### config.mk
export PLATFORM = sky130hd
export DESIGN_NAME = led_sequencer
export DESIGN_NICKNAME = d
export VERILOG_FILES = /design/src/rtl/led_sequencer.sv
export SDC_FILE = /design/constraint.sdc
export NUM_CORES = 1
export LEC_CHECK = 0
export CELL_PAD_IN_SITES_DETAIL_PLACEMENT = 1
export CELL_PAD_IN_SITES_GLOBAL_PLACEMENT = 1
export CORE_MARGIN = 2
export CORE_UTILIZATION = 49
export CTS_BUF_LIST = sky130_fd_sc_hd__clkbuf_4
export DETAILED_ROUTE_END_ITERATION = 12
export PLACE_DENSITY_LB_ADDON = 0.1
export SYNTH_ARGS = -nofsm -noshare
export SYNTH_HDL_FRONTEND = slang
export SYNTH_SLANG_ARGS = --single-unit
export TNS_END_PERCENT = 20
### constraint.sdc
create_clock -name CLK -period 4.2 [get_ports CLK]
set_clock_uncertainty 0.15 [all_clocks]
set_input_delay 0.42 -clock CLK [delete_from_list [all_inputs] [get_ports CLK]]
set_output_delay 0.42 -clock CLK [all_outputs]
set_load 0.01 [all_outputs]
### src/rtl/led_sequencer.sv
// LED pattern sequencer: rotate, ping-pong and binary-count patterns
// advanced by a prescaled tick, with synchronous load and mode restart.
module led_sequencer #(
  parameter int unsigned      WIDTH  = 5,
  parameter int unsigned      PERIOD = 2097152,
  parameter logic [WIDTH-1:0] INIT   = WIDTH'(1)
) (
  input  logic             CLK,
  input  logic             RESET,
  input  logic             EN,
  input  logic [1:0]       MODE,
  input  logic             LOAD,
  input  logic [WIDTH-1:0] LOAD_VAL,
  output logic [WIDTH-1:0] LEDS,
  output logic             STEP
);

  localparam int unsigned   CW   = (PERIOD > 1) ? $clog2(PERIOD) : 1;
  localparam logic [CW-1:0] LAST = CW'(PERIOD - 1);

  localparam logic DIR_L = 1'b0;
  localparam logic DIR_R = 1'b1;

  localparam logic [1:0] M_ROTL = 2'b00;
  localparam logic [1:0] M_ROTR = 2'b01;
  localparam logic [1:0] M_PING = 2'b10;
  localparam logic [1:0] M_CNT  = 2'b11;

  logic [CW-1:0]    cnt_q, cnt_d;
  logic [WIDTH-1:0] pat_q, pat_d;
  logic             dir_q, dir_d;
  logic [1:0]       mode_q, mode_d;
  logic             step_q, step_d;

  logic [WIDTH-1:0] adv_pat;
  logic             adv_dir;
  logic             tick;

  assign tick = EN && (cnt_q == LAST);

  always_ff @(posedge CLK or posedge RESET) begin
    if (RESET) begin
      cnt_q  <= '0;
      pat_q  <= INIT;
      dir_q  <= DIR_L;
      mode_q <= M_ROTL;
      step_q <= 1'b0;
    end else begin
      cnt_q  <= cnt_d;
      pat_q  <= pat_d;
      dir_q  <= dir_d;
      mode_q <= mode_d;
      step_q <= step_d;
    end
  end

  // Pattern the current mode would step to on a tick
  always_comb begin
    adv_pat = pat_q;
    adv_dir = dir_q;
    unique case (mode_q)
      M_ROTL: adv_pat = (pat_q << 1) | (pat_q >> (WIDTH - 1));
      M_ROTR: adv_pat = (pat_q >> 1) | (pat_q << (WIDTH - 1));
      M_CNT:  adv_pat = pat_q + WIDTH'(1);
      M_PING: begin
        if (pat_q == '0) begin
          adv_pat = WIDTH'(1);
          adv_dir = DIR_L;
        end else if (WIDTH == 1) begin
          adv_pat = pat_q;
        end else if (dir_q == DIR_L) begin
          if (pat_q[WIDTH-1]) begin
            adv_pat = pat_q >> 1;
            adv_dir = DIR_R;
          end else begin
            adv_pat = pat_q << 1;
          end
        end else begin
          if (pat_q[0]) begin
            adv_pat = pat_q << 1;
            adv_dir = DIR_L;
          end else begin
            adv_pat = pat_q >> 1;
          end
        end
      end
      default: adv_pat = pat_q;
    endcase
  end

  // Load beats mode restart, which beats a tick
  always_comb begin
    cnt_d  = cnt_q;
    pat_d  = pat_q;
    dir_d  = dir_q;
    mode_d = mode_q;
    step_d = 1'b0;
    if (LOAD) begin
      pat_d  = LOAD_VAL;
      cnt_d  = '0;
      mode_d = MODE;
    end else if (MODE != mode_q) begin
      mode_d = MODE;
      pat_d  = INIT;
      cnt_d  = '0;
      dir_d  = DIR_L;
    end else if (tick) begin
      cnt_d  = '0;
      pat_d  = adv_pat;
      dir_d  = adv_dir;
      step_d = 1'b1;
    end else if (EN) begin
      cnt_d = cnt_q + CW'(1);
    end
  end

  assign LEDS = pat_q;
  assign STEP = step_q;

endmodule

-- After elaboration in Yosys (flattened, before gate mapping)
Cells that the tools add are included.
- flip-flop bits (word level): 30
- bits in latches: 0
- bits in writable memories: 0
- ROM bits: 0
- bits of input ports: 11
- output and inout port bits: 6
- word-level logic and storage cells: 48
- memories kept: 0
- add/sub/neg operators: 2
- multipliers: 0
- div/mod/pow operators: 0
- $lt $le $gt $ge: 0
- equality and inequality tests: 5
- shift-type cells: 0
- muxes and demuxes: 24
- bitwise gates (word level): 3
- reductions and logical operators: 9
- operators with widths (operator ; number):
    21-bit 2-to-1 mux ; 4
    5-bit 2-to-1 mux ; 7
    21-bit by 1-bit adder with 21-bit output (second input constant) ; 1
    21-bit == test (second input constant) ; 1
    5-bit case mux with 4 select lines ; 1
    1-bit 2-to-1 mux ; 10
    2-bit nonzero test ; 3
    5-bit by 1-bit adder with 5-bit output (second input constant) ; 1
    5-bit logical NOT ; 1
    4-bit by 5-bit bitwise OR with 5-bit output ; 1
    5-bit by 1-bit bitwise OR with 5-bit output ; 1
    2-bit == test (second input constant) ; 2
    2-bit 2-to-1 mux ; 2
    4-bit nonzero test ; 1
    3-bit AND reduction ; 1
    3-bit nonzero test ; 1
    2-bit by 1-bit == test with 1-bit output (second input constant) ; 1
    2-bit logical NOT ; 1
    2-bit inequality test ; 1
    1-bit logical AND ; 1
    1-bit inverter ; 1

-- Longest topological paths before layout
- depth in word-level cells: 7
- gate-level depth with buffers: 7
- depth with buffers taken out: 7

-- Worst setup path before layout
OpenSTA, ideal clock, no wires.
- kind: register to register
- from: reg pat_q[2] (netlist: LEDS[2])
- to: reg pat_q[1] (netlist: LEDS[1])
- setup time: 0.126 ns
- arrival time: 1.757 ns
- required time: 3.924 ns
- setup slack: 2.167 ns
- stages on the path, launching flop included: 6
- buffers on the path: 1
- clock period less this slack: 2.033 ns
- path through: dfrtp_1 clkbuf_1 or4b_1 a311o_1 a221oi_1 nor2_1
- longest elaborated chain between the ends: 7
- elaborated cells between the ends (all ways): 10
- classes of those cells: mux: 8; bitwise: 1; reduce/logical: 1
- RTL lines (element ; line ; RTL):
    from (decl) ; 30 ; logic [WIDTH-1:0] pat_q, pat_d;
    from (signal assigned) ; 50 ; pat_q <= pat_d;
    5-bit 2-to-1 mux, on equally long branches ; 72, 79 ;
    5-bit 2-to-1 mux ; 71 ; end else if (dir_q == DIR_L) begin
    5-bit 2-to-1 mux ; 66 ; if (pat_q == '0) begin
    5-bit case mux with 4 select lines (*) ; 61 ; unique case (mode_q)
    5-bit 2-to-1 mux (*) ; 107 ; end else if (tick) begin
    5-bit 2-to-1 mux (*) ; 102 ; end else if (MODE != mode_q) begin
    5-bit 2-to-1 mux (*) ; 98 ; if (LOAD) begin
Mark *: on every way between the ends. The rest lies on a longest branch, timed or not. The select of a mux whose other input is x is not followed.
A chain may end at the register's enable or synchronous reset.

-- Final worst setup path
- from: reg mode_q[1]
- to: reg pat_q[1] (netlist: LEDS[1])
- longest elaborated chain between the ends: 5
- elaborated cells between the ends (all ways): 10
- classes of those cells: eq/ne: 4; mux: 4; reduce/logical: 2
- RTL lines (element ; line ; RTL):
    from (decl) ; 32 ; logic [1:0] mode_q, mode_d;
    from (signal assigned) ; 52 ; mode_q <= mode_d;
    2-bit == test (tied with other cells) ; 61 ;
    5-bit case mux with 4 select lines ; 61 ;
    5-bit 2-to-1 mux ; 107 ;
    5-bit 2-to-1 mux ; 102 ;
    5-bit 2-to-1 mux ; 98 ;
Parallel ways exist; a longest one is shown, timed or not. The select of a mux whose other input is x is not followed.

==> flow_metrics.env <==
export IMPL_startpoint_type="register"
export IMPL_cts_clk_slew_worst_paths_ns=0.10
export IMPL_rsz0062_at_grt="false"
export IMPL_finalNetCount=241
export IMPL_clk_latency_ns=0.33
export IMPL_worst_pin_slew_ns=1.120
export IMPL_dp_cells=267
export IMPL_syn_area_per_cell_sq_um=8.903
export IMPL_synthArstFlopShare=1.000
export IMPL_whs_path_depth=2
export IMPL_arrival_ns=2.53
export IMPL_synth_simple_area_share=0.2927
export IMPL_post_place_ws_ns=1.498
export IMPL_worstPathMaxFanout=23
export IMPL_yosys_register_bits=30
export IMPL_worstHoldPathType="reg -> reg"
export IMPL_cts_made_buffers=5
export IMPL_antenna_found_initial=0
export IMPL_drc=0
export IMPL_wl_met1_um=2249
export IMPL_final_cell_mix="dfrtp_1, nor2_1, nand2_1, clkdlybuf4s50_1, nand3_1"
export IMPL_final_cells=275
export IMPL_die_w_um=66.79
export IMPL_yosys_warnings=0
export IMPL_synthAdderAreaFrac=0.02591
export IMPL_cp_required_ns=4.26
export IMPL_synth_compound_area_frac=0.1231
export IMPL_synth_top_family_by_area="simple AND/OR/NAND/NOR gates"
export IMPL_dpl_hpwl_um=3478
export IMPL_finalWorstSetupSlack_ns=1.724
export IMPL_synth_distinct_cells=48
export IMPL_clk_path_buf_depth=2
export IMPL_power_uw=577.6
export IMPL_fin_tns_setup_ns=0
export IMPL_p_leak_nw=0.7988
export IMPL_die_y_um=66.79
export IMPL_slew_viol_final=0
export IMPL_drive_gt1_frac=0.06608
export IMPL_grt_pass1_vias=1690
export IMPL_slew_headroom=0.2525
export IMPL_crit_type="reg -> reg"
export IMPL_grt_total_usage=0.2471
export IMPL_ir_drop_uv=173.9
export IMPL_synthCells=217
export IMPL_wl_met3_um=138
export IMPL_gp_congestion=0.9523
export IMPL_port_buffers=16
export IMPL_initial_utilization=0.5199
export IMPL_seq_area_frac_synth=0.3892
export IMPL_grt_overflow_total=0
export IMPL_grt_first_pass_wirelength_um=8238
export IMPL_core_area_sq_mm=0.003716
export IMPL_yosys_mux_area_fraction=0.01036
export IMPL_cp_end_kind="register"
export IMPL_cts_resized=0
export IMPL_cts_tree="built"
export IMPL_synth_edf_count=0
export IMPL_diodes=0
export IMPL_outcome="completed"
export IMPL_netlist_area_sq_mm=0.001932
export IMPL_firstDrtPassIters=4
export IMPL_synth_flop_cell="dfrtp_1"
export IMPL_fin_hold_ws_ns=0.4139
export IMPL_grt_max_degree=31
export IMPL_ios=17
export IMPL_postCtsSetupBuffers=0
export IMPL_drtIter0Drc=105
export IMPL_htreeDepth=2
export IMPL_period_minus_slack_ns=2.476
export IMPL_synth_xor_area_frac=0.1133
export IMPL_hold_violations=0
export IMPL_setup_viol=0
export IMPL_drtAntennaViolNets=0
export IMPL_finalCritPeriodShare=0.5896
export IMPL_route_met2_wl_um=2214
export IMPL_ctsHoldBuffers=0
export IMPL_drv_cap=0
export IMPL_via_per_inst=5.971
export IMPL_wl_per_cell_um=16.96
export IMPL_fmax_mhz=403.9
export IMPL_rr_worst_depth=5
export IMPL_areaGrowthSynthToFinish_pct=10.43
export IMPL_clock_sinks=30
export IMPL_power_density_mw_per_mm2=270.8
export IMPL_cts_root_buf="clkbuf_4"
export IMPL_vias=1642
export IMPL_finalWirelength_um=4664
export IMPL_final_common_cell="dfrtp_1"
export IMPL_syn_num_nets=232
export IMPL_rows=22
export IMPL_top_layer_used="met4"
export IMPL_die_area_sq_mm=0.004461
cells by family after synthesis:
family | count (synthesis)
XOR/XNOR | 22
AO/OA/AOI/OAI | 35
flip-flops | 30
adder cells (fa/ha/maj) | 4
AND/OR/NAND/NOR | 106
multiplexers | 2
buffers and inverters | 18
flip-flops by register name (all words and copies together), names as in the netlist:
name / cells
LEDS: 5
STEP: 1
mode_q: 2
cnt_q: 21
dir_q: 1
cell type report:
class | count | area [sq um]
Sequential cell | 30 | 752.0
Fill cell | 461 | 1583
Multi-Input combinational cell | 169 | 1092
Clock buffer | 6 | 45.04
Clock inverter | 2 | 8.758
Inverter | 4 | 15.01
Timing Repair Buffer | 16 | 160.2
Tap cell | 48 | 60.06
critical path, stage by stage (launching register included):
cell     delay (ns)
dfrtp_1        0.80
xor2_4         0.20
or3_4          0.47
a31o_2         0.40
o21ai_0        0.24
nor2_1         0.08
cell usage after synthesis (2+ instances only):
| cell | count | area, sq um |
|---|---|---|
| a21oi_1 | 7 | 35.03 |
| a221oi_1 | 2 | 17.52 |
| a311o_1 | 2 | 20.02 |
| a31oi_1 | 4 | 25.02 |
| and3_1 | 3 | 18.77 |
| and4_1 | 2 | 17.52 |
| buf_6 | 2 | 22.52 |
| clkbuf_1 | 10 | 37.54 |
| dfrtp_1 | 29 | 725.7 |
| ha_1 | 4 | 50.05 |
| inv_1 | 4 | 15.01 |
| mux2i_1 | 2 | 20.02 |
| nand2_1 | 22 | 82.58 |
| nand2b_1 | 5 | 31.28 |
| nand3_1 | 14 | 70.07 |
| nand3b_1 | 2 | 15.01 |
| nand4_1 | 8 | 50.05 |
| nor2_1 | 26 | 97.59 |
| nor2b_1 | 2 | 12.51 |
| nor3_1 | 5 | 25.02 |
| nor4_1 | 4 | 25.02 |
| nor4b_1 | 3 | 26.28 |
| o21ai_0 | 9 | 45.04 |
| or3_1 | 3 | 18.77 |
| or3_4 | 2 | 22.52 |
| xnor2_1 | 10 | 87.58 |
| xor2_1 | 10 | 87.58 |
power breakdown:
group / leakage [nW] / internal (mW) / total, mW / switching (mW)
registers: 0.405 / 0.296 / 0.319 / 0.0229
logic: 0.361 / 0.0421 / 0.0895 / 0.0475
clock network: 0.0331 / 0.0692 / 0.169 / 0.100
worst paths after layout:
path | endpoint | start | slack [ns]
min reg2reg | cnt_q[20]$_DFFE_PP0P_ | cnt_q[20]$_DFFE_PP0P_ | 0.41
min in group asynchronous | mode_q[0]$_DFFE_PP0P_ | RESET | 0.52
max reg2reg | LEDS[1]$_DFFE_PP0P_ | mode_q[1]$_DFFE_PP0P_ | 1.72
max | LEDS[1]$_DFFE_PP0P_ | mode_q[1]$_DFFE_PP0P_ | 1.72
max in group asynchronous | LEDS[3]$_DFFE_PP0P_ | RESET | 2.69
min | cnt_q[20]$_DFFE_PP0P_ | cnt_q[20]$_DFFE_PP0P_ | 0.41
through the flow:
step,utilization,area (sq um)
floorplan,-,1932
CTS,0.5741,2133
detailed placement,0.5596,2079
finish,0.5741,2133
global placement,0.5596,2079
global route,0.5741,2133
metal layers:
layer,track usage,up-vias
li1,-,796
met1,0.3487,819
met2,0.3800,19
met3,0.04561,8
met4,0.08418,0
met5,0,-
No activity file was read; power rests on OpenSTA's default activity.
